==> config.mk <==
export PLATFORM = sky130hd
export DESIGN_NAME = lbuf_scanout
export DESIGN_NICKNAME = d
export VERILOG_FILES = /design/src/rtl/lbuf_scanout_pkg.sv /design/src/rtl/lbuf_scanout.sv
export SDC_FILE = /design/constraint.sdc
export NUM_CORES = 1
export LEC_CHECK = 0
export CORE_MARGIN = 3
export CORE_UTILIZATION = 60
export CTS_BUF_LIST = sky130_fd_sc_hd__clkbuf_4
export DETAILED_ROUTE_END_ITERATION = 7
export DONT_BUFFER_PORTS = 1
export PLACE_DENSITY_LB_ADDON = 0.1
export SYNTH_ARGS = -nofsm -noshare
export SYNTH_HDL_FRONTEND = slang
export SYNTH_SLANG_ARGS = --single-unit
==> constraint.sdc <==
create_clock -name CLK -period 1.8 [get_ports CLK]
set_clock_uncertainty 0.2 [all_clocks]
set_input_delay 0.27 -clock CLK [delete_from_list [all_inputs] [get_ports CLK]]
set_output_delay 0.27 -clock CLK [all_outputs]
set_load 0.05 [all_outputs]
==> src/rtl/lbuf_scanout_pkg.sv <==
// Shared video definitions for the sprite line-buffer path: scanout FSM states,
// the transparent value and line-buffer geometry.
package lbuf_scanout_pkg;

  typedef enum logic [1:0] {
    ST_IDLE = 2'd0,
    ST_RD   = 2'd1,
    ST_CAP  = 2'd2,
    ST_CLR  = 2'd3
  } scan_state_e;

  // Also used by the sprite renderer as its transparency test value.
  localparam logic [7:0] CLRVAL_DEF = 8'h00;

  localparam int HW_DEF = 9;
  localparam int LB_AW  = HW_DEF + 1;

endpackage

==> src/rtl/lbuf_scanout.sv <==
// Sprite line-buffer scanout: per pixel, read the displayed bank, present the
// pixel to the mixer, then write the transparent value back to the same slot.
module lbuf_scanout
  import lbuf_scanout_pkg::*;
#(
  parameter logic [7:0] CLRVAL = CLRVAL_DEF,
  parameter int         HW     = HW_DEF
) (
  input  logic          CLK,
  input  logic          RST,
  input  logic          PCE,
  input  logic [HW-1:0] HPOS,
  input  logic          VPOS0,
  input  logic          HBLK,
  output logic [HW:0]   LB_AD,
  output logic          LB_WR,
  output logic [7:0]    LB_DI,
  input  logic [7:0]    LB_DO,
  output logic [7:0]    PIX,
  output logic          PIXV,
  output logic          OVR
);

  scan_state_e state_q, state_d;
  logic [HW:0] ad_q, ad_d;
  logic        wr_q, wr_d;
  logic [7:0]  pix_q, pix_d;
  logic        pixv_q, pixv_d;
  logic        ovr_q, ovr_d;

  // Next-state and output-register decode for the read/capture/clear sequence.
  always_comb begin
    state_d = state_q;
    ad_d    = ad_q;
    wr_d    = 1'b0;
    pix_d   = pix_q;
    pixv_d  = pixv_q;
    ovr_d   = ovr_q;

    case (state_q)
      ST_IDLE: begin
        if (PCE) begin
          if (HBLK) begin
            pix_d  = CLRVAL;
            pixv_d = 1'b0;
          end else begin
            ad_d    = {VPOS0, HPOS};
            state_d = ST_RD;
          end
        end else begin
          state_d = ST_IDLE;
        end
      end
      ST_RD: begin
        state_d = ST_CAP;
      end
      ST_CAP: begin
        // RAM output now holds the addressed pixel; the clear reuses the held address.
        pix_d   = LB_DO;
        pixv_d  = (LB_DO != CLRVAL);
        wr_d    = 1'b1;
        state_d = ST_CLR;
      end
      ST_CLR: begin
        state_d = ST_IDLE;
      end
      default: begin
        state_d = ST_IDLE;
      end
    endcase

    if (PCE && (state_q != ST_IDLE)) begin
      ovr_d = 1'b1;
    end else begin
      ovr_d = ovr_d;
    end
  end

  // State and output registers with synchronous reset.
  always_ff @(posedge CLK) begin
    if (RST) begin
      state_q <= ST_IDLE;
      ad_q    <= '0;
      wr_q    <= 1'b0;
      pix_q   <= CLRVAL;
      pixv_q  <= 1'b0;
      ovr_q   <= 1'b0;
    end else begin
      state_q <= state_d;
      ad_q    <= ad_d;
      wr_q    <= wr_d;
      pix_q   <= pix_d;
      pixv_q  <= pixv_d;
      ovr_q   <= ovr_d;
    end
  end

  assign LB_AD = ad_q;
  assign LB_WR = wr_q;
  assign LB_DI = CLRVAL;
  assign PIX   = pix_q;
  assign PIXV  = pixv_q;
  assign OVR   = ovr_q;

endmodule
; ---- Word level (Yosys, flattened, before mapping)
; Cells that the tools add are included.
[word_totals]
input_bits = 22
output_inout_bits = 29
word_cells = 30
register_bits = 23
[op_classes]
eq_ne = 6
mux = 10
bitwise_logic = 1
reduce_logical = 7
[ops]
columns = operator, n
row1 = two-way mux 8 bit, 2
row2 = one-hot mux 8 bit (2 select lines), 1
row3 = one-hot mux 2 bit (4 select lines), 1
row4 = nonzero test 8 bit, 1
row5 = AND reduction 3 bit, 2
row6 = "equality test 2 bit, second input constant", 2
row7 = two-way mux 2 bit, 2
row8 = "!= test 2 bit, second input constant", 2
row9 = nonzero test 2 bit, 2
row10 = two-way mux 1 bit, 3
row11 = "!= test 3 bit, second input constant", 1
row12 = "equality test 2 x 1 -> 1 bit, second input constant", 1
row13 = logical NOT 2 bit, 1
row14 = one-hot mux 1 bit (2 select lines), 1
row15 = logical AND 1 bit, 1
row16 = NOT 1 bit, 1

; ---- Longest topological paths before layout
; Gate-level depths: netlist of run 1.
[logic_depth]
word_depth = 3
mapped_depth = 7
depth_no_buf = 5

; ---- Least setup slack after synthesis of run 1
; OpenSTA, ideal clock, no wires.
[synth_path]
path_type = reg2reg
start = register state_q[1]
end = register pixv_q, in the netlist PIXV
t_required_ns = 1.540
period_less_slack_ns = 1.519
path_stages_with_launch = 6
n_path_buf = 1
arrival_time_ns = 1.259
path_slack_ns = 0.281
setup_ns = 0.060
cell_sequence = dfxtp_1 -> inv_1 -> ha_1 -> buf_6 -> a311oi_4 -> a22o_1
[synth_via]
elab_chain_len = 3
elab_cells_between_ends = 7
classes_between = 3 x eq/ne / 1 x mux / 3 x reduce/logical
[synth_rtl]
columns = item, line_no
row1 = start: declaration, lbuf_scanout.sv:24  ; scan_state_e state_q, state_d;
row2 = start signal: assignment, lbuf_scanout.sv:89  ; state_q <= state_d;
row3 = equality test 2 bit / logical NOT 2 bit (equally long branches), lbuf_scanout.sv:40  ; case (state_q)
row4 = nonzero test 2 bit (no line) / != test 2 bit (equally long branches), n/a
row5 = AND reduction 3 bit (no line), n/a
row6 = end signal: assignment, lbuf_scanout.sv:93  ; pixv_q <= pixv_d;
row7 = end: declaration, lbuf_scanout.sv:28  ; logic pixv_q, pixv_d;
; Parallel ways exist; a longest one is shown, timed or not.
; A chain may end at the register's enable or synchronous reset.

==> metrics.md, run 1 <==
| Metric | Value |
|---|---|
| Status | completed |
| Antenna violations before repair | 0 |
| Most frequent cells in the layout | dfxtp_1, dlygate4sd3_1, nor2_1 |
| Cell row count | 13 |
| Worst path required time | 1.85 ns |
| # setup viols final | 0 |
| Nets | 135 |
| Slowest-stage cell, CP | dlygate4sd3_1 |
| Count of pins over their slew limit | 0 |
| Later-pin clock latency in the skew report | 0.30 ns |
| Pre-CTS WS | 0.0751 ns |
| Iter 0 DRT Violations | 11 |
| Actual slew at the worst max-slew pin | 0.552 ns |
| Crit-path max FO | 14 |
| Crit path time final | 1.77 ns |
| Crit Path Category | in2reg |
| Netlist cell types | 21 |
| CTS tree | built |
| GPL Wtd Cong | 0.806 |
| GRT Residual Overflow | 0 |
| Max stage delay on crit path | 0.74 ns |
| Vias in the first global route | 726 |
| Drt drc | 0 |
| Final cycle utilization of the critical path | 98.1% |
| Die Y | 45.4 um |
| Largest net degree at the start of global routing | 15 |
| Synth Instances | 86 |
| Post-detailed-route count of antenna-violating nets | 0 |
| DR vias/cell | 5.88 |
| Worst-path cell chain | dlygate4sd3_1 > nor2b_1 > a21boi_4 > a22o_1 |
| Post-Syn Area | 931 sq um |
| Core area | 1380 sq um |
| Final design instance area without fill | 1170 sq um |
| GRT Resource Usage Total | 22.8% |
| Drt pass-1 iters | 4 |
| Synth Warn # | 0 |
| Antenna Cells | 0 |
| Share of cells above drive strength 1 | 10.0% |
| Min setup slack post-route | 0.0333 ns |
| Root buf cell | clkbuf_4 |
| Clock tree buffer depth | 2 |
| P_leak | 0.530 nW |
| Total die area | 2060 sq um |
| Hold crit path type | in2reg |
| Syn_area_per_cell | 10.8 sq um |
| Synth-to-Final Area Change | 25.8% |
| Worst vdd ir | 697 uV |
| Worst EP arrival | 1.82 ns |
| CP Buf/Inv Count | 1 |
| PwrDens | 898 nW/um^2 |
| CTS H-tree lvls | 1 |
| Placed inst area | 913 sq um |
| Initial core utilization | 67.3% |
| Delay-heaviest family, CP | buffers and inverters |
| Power, Total | 1.05 mW |
| Post-synthesis sequential element count | 23 |
| Die width | 45.4 um |
| First-pass GRT wire length | 3.28 mm |
| Top-Level Pins | 51 |
| Most common cell after layout, fill and taps aside | dfxtp_1 |
| Clk slew on worst S/H paths | 0.12 ns |
| Input/output buffers | 0 |
| Worst setup SP type | primary input |
| Via count | 735 |
| Setup TNS | 0 ns |
| DR WL/cell | 18.6 um |
| CP Capture Type | flop |
| Drt total wl | 2.33 mm |
| Peak Freq | 0.566 GHz |
| Sequential share of the synthesized area | 49.5% |
| Clk sinks | 23 |
| Max cap viols | 0 |
| Max_slew headroom | 63.2% |
| CTS buffer count | 3 |
| Final Hold Vio Count | 0 |
flip-flops by register name, summed over array words and instances, names as in the netlist:
register and flops:
PIXV 1, PIX 8, LB_WR 1, OVR 1
LB_AD 10, state_q 2
routing by layer:
layer	up-vias	GRT usage, %	wire (um)
met5	-	0	0
met3	16	7.51	214
met1	345	25.9	768
li1	328	-	-
met4	0	14.0	116
met2	46	36.5	1230
report_power, final:
group | internal, mW | switching, mW
Sequential | 0.533 | 0.0866
Combinational | 0.0815 | 0.103
Clock | 0.101 | 0.147
layout make-up:
type	instances	area, sq um
clock buffers	4	30.0
fillers	82	211
inverters	3	11.3
multi-input cells	56	405
flip-flops and latches	23	460
well taps	15	18.8
repair buffers	24	245
kinds of logic after synthesis:
kind of cell / Yosys count / share of synthesized area [%]
AOI/OAI and AO/OA: 13 / 14.5
DFF: 23 / 49.5
and+or+nand+nor: 22 / 11.0
other: 1 / 0.403
muxes: 11 / 11.8
buffers and inverters: 14 / 10.1
adders and majority gates: 2 / 2.69
synth_stat cells, drive strengths merged:
cell / n / area share (%)
a21boi: 1 / 2.0
inv: 3 / 1.2
nand3: 1 / 0.54
nor2b: 2 / 1.6
nor4: 2 / 1.3
buf: 10 / 8.5
nand3b: 1 / 0.81
nor2: 13 / 5.2
nand2b: 1 / 0.67
conb: 1 / 0.40
a22o: 9 / 8.5
a311oi: 1 / 2.8
a31oi: 1 / 0.67
mux2i: 11 / 12
clkbuf: 1 / 0.40
ha: 2 / 2.7
a21oi: 1 / 0.54
nand2: 2 / 0.81
dfxtp: 23 / 49
worst paths after layout:
kind / cells past startpoint / slack, ns / startpoint / endpoint
worst max-delay path: 4 / 0.03 / RST / PIX[4]
worst min-delay path: 3 / 0.002 / LB_DO[2] / PIXV
worst max register to register: 6 / 0.07 / state_q[0] / PIX[7]
worst min register to register: 2 / 0.38 / state_q[1] / state_q[1]
through the flow:
step | hold WS, ns | std cells | util [%]
after global routing | 0.0204 | 125 | 84.7
after detailed placement | 0.147 | 98 | 66.1
after CTS | 0.00121 | 122 | 82.7
after floorplan | 0.142 | 93 | -
final | 0.00189 | 125 | 84.7
after global placement | 0.144 | 98 | 66.1
tightest hold or removal path, delay by kind of cell:
family | cells | cell delay, ns
AO/OA/AOI/OAI | 1 | 0.12
AND/OR/NAND/NOR | 2 | 0.09
what timing repair did:
item	4_1_cts	5_1_grt
endpoints found under the setup margin	0	10
hold buffers	20	1
gates resized for setup	0	1
endpoints found under the hold margin	23	1
buffers inserted	0	2
Power figures use the tool's default switching activity.
==> inputs of run 2 (changes only) <==
CELL_PAD_IN_SITES_DETAIL_PLACEMENT = 0   (was not set)
CELL_PAD_IN_SITES_GLOBAL_PLACEMENT = 1   (was not set)
CORE_ASPECT_RATIO = 1.2   (was not set)
CORE_UTILIZATION = 50   (was 60)
CTS_BUF_LIST = sky130_fd_sc_hd__clkbuf_2 sky130_fd_sc_hd__clkbuf_4 sky130_fd_sc_hd__clkbuf_8   (was sky130_fd_sc_hd__clkbuf_4)
clock period = 2.2 ns   (was 1.8 ns; I/O delays follow)
==> run 2 against run 1 <==
- first-iteration DRC count is 45% lower
- setup slack gained 0.39 ns
- register-to-register slack improved by 0.37 ns
- power decreased by 22%
- highest routed layer unchanged
==> metrics.md, run 2 (synthesis gave the netlist of run 1 again) <==
| Metric | Value |
|---|---|
| CTS buffer count | 3 (unchanged) |
| Most frequent cells in the layout | dfxtp_1, dlygate4sd3_1, nor2_1 |
| First-pass GRT wire length | 2.91 mm (-11%) |
| Clock tree buffer depth | 2 (unchanged) |
| Worst EP arrival | 1.78 ns (-0.04 ns) |
| PwrDens | 727 nW/um^2 (-19%) |
| Max stage delay on crit path | 0.87 ns (+0.13 ns) |
| Crit Path Category | in2reg |
| Drt drc | 0 (unchanged) |
| Hold_ws | 0.0518 ns (+0.0499 ns) |
| Drt total wl | 1.87 mm (-20%) |
| DP Cell Count | 101 (+3.1%) |
| Total die area | 2420 sq um (+17%) |
| Clk slew on worst S/H paths | 0.12 ns (about the same) |
| Later-pin clock latency in the skew report | 0.30 ns (about the same) |
| Drt pass-1 iters | 4 (unchanged) |
| GRT Residual Overflow | 0 (unchanged) |
| Max_slew headroom | 64.7% (+1.5 points) |
| DP HPWL | 1.15 mm |
| Cts repair resizes | 0 (unchanged) |
| Antenna violations before repair | 0 (unchanged) |
| Die Y | 53.3 um (+17%) |
| P_leak | 0.510 nW (-3.8%) |
| Min setup slack post-route | 0.425 ns (+0.391 ns) |
| Final Hold Vio Count | 0 (unchanged) |
| CTS H-tree lvls | 1 (unchanged) |
| Root buf cell | clkbuf_4 |
| Via count | 655 (-11%) |
| Worst-path cell chain | dlygate4sd3_1 > nor2b_1 > a21boi_4 > a22o_1 |
| Most common cell after layout, fill and taps aside | dfxtp_1 |
| Setup TNS | 0 ns (unchanged) |
| Crit path time final | 1.78 ns |
| Hold crit path type | in2reg |
| Placed inst area | 905 sq um (-0.96%) |
| DR vias/cell | 5.24 (-11%) |
| Max cap viols | 0 (unchanged) |
| Crit-path max FO | 14 (unchanged) |
| Worst vdd ir | 452 uV (-35%) |
| Final cycle utilization of the critical path | 80.7% |
| Count of pins over their slew limit | 0 (unchanged) |
| Post-detailed-route count of antenna-violating nets | 0 (unchanged) |
| Largest net degree at the start of global routing | 15 (unchanged) |
| Input/output buffers | 0 (unchanged) |
| Max reg flops | 10 (unchanged) |
| Antenna Cells | 0 (unchanged) |
| Top-Level Pins | 51 (unchanged) |
| Worst setup SP type | primary input |
| GRT Resource Usage Total | 16.7% (-6.1 points) |
| Power, Total | 0.823 mW (-22%) |
| Final design instance area without fill | 1130 sq um (-3.3%) |
| Actual slew at the worst max-slew pin | 0.529 ns (-0.0227 ns) |
| Share of cells above drive strength 1 | 7.48% (-2.5 points) |
| Status | completed |
| Synth-to-Final Area Change | 21.6% |
| # setup viols final | 0 (unchanged) |
| Iter 0 DRT Violations | 6 (-5) |
| Peak Freq | 0.563 GHz |
| Post-Layout Cell Count | 125 (unchanged) |
| # Post-CTS Setup Buffers | 0 (unchanged) |
| Initial core utilization | 54.7% (-13 points) |
| Worst path required time | 2.20 ns (+0.35 ns) |
| Pre-CTS WS | 0.493 ns (+0.418 ns) |
| Fin util | 66.5% (-18 points) |
| Die width | 45.4 um (unchanged) |
| CP Capture Type | flop |
| RSZ-0062 raised after global routing | false |
| Post-CTS Hold Buffers | 20 (unchanged) |
| Core area | 1700 sq um (+23%) |
| DR WL/cell | 15.0 um (-20%) |
| CTS tree | built |
| Clk sinks | 23 (unchanged) |
| Slowest-stage cell, CP | dlygate4sd3_1 |
| Nets | 132 (-2.2%) |
| Vias in the first global route | 653 (-10%) |
| GPL Wtd Cong | 0.664 (-18%) |
| Cell row count | 16 (+3) |
==> run 2: changes by cell type in the layout (fill, tap and decap cells not counted), sizes merged <==
| cell | delta |
|---|---|
| dlygate4sd3 | -1 |
| buf | -2 |
| clkbuf | -1 |
| clkinv | +1 |
==> run 2: layer usage <==
| layer | GRT usage (%) | share of wire [%] |
|---|---|---|
| met1 | 17.9 | 39 |
| met2 | 30.9 | 54 |
| met3 | 4.42 | 6.8 |
| met4 | 4.39 | 0.64 |
| met5 | 0 | 0 |
==> run 2: critical path, delay by kind of cell <==
kind | cells | cell delay (ns)
AOI/OAI and AO/OA | 2 | 0.46
buffers and inverters | 1 | 0.87
and+or+nand+nor | 1 | 0.12
==> run 2: area by class of cell <==
cell class,instances,area [sq um]
inverters,3,11.3
fillers,137,569
multi-input cells,56,403
clock inverters,1,5.00
well taps,18,22.5
repair buffers,21,208
flip-flops and latches,23,460
clock buffers,3,22.5
==> run 2: power by group <==
part	total, mW	switching, mW	internal [mW]	leakage [nW]
combinational	0.133	0.0754	0.0573	0.305
clock	0.185	0.118	0.0676	0.0177
sequential	0.505	0.0696	0.436	0.187
total	0.823	0.263	0.561	0.510
==> run 2: final timing paths <==
check / cells past startpoint / end / start / slack [ns]
setup / recovery: 4 / PIX[2] / RST / 0.42
hold / removal: 3 / PIXV / LB_DO[7] / 0.05
setup reg to reg: 5 / PIX[2] / state_q[0] / 0.44
hold reg to reg: 2 / state_q[1] / state_q[1] / 0.36
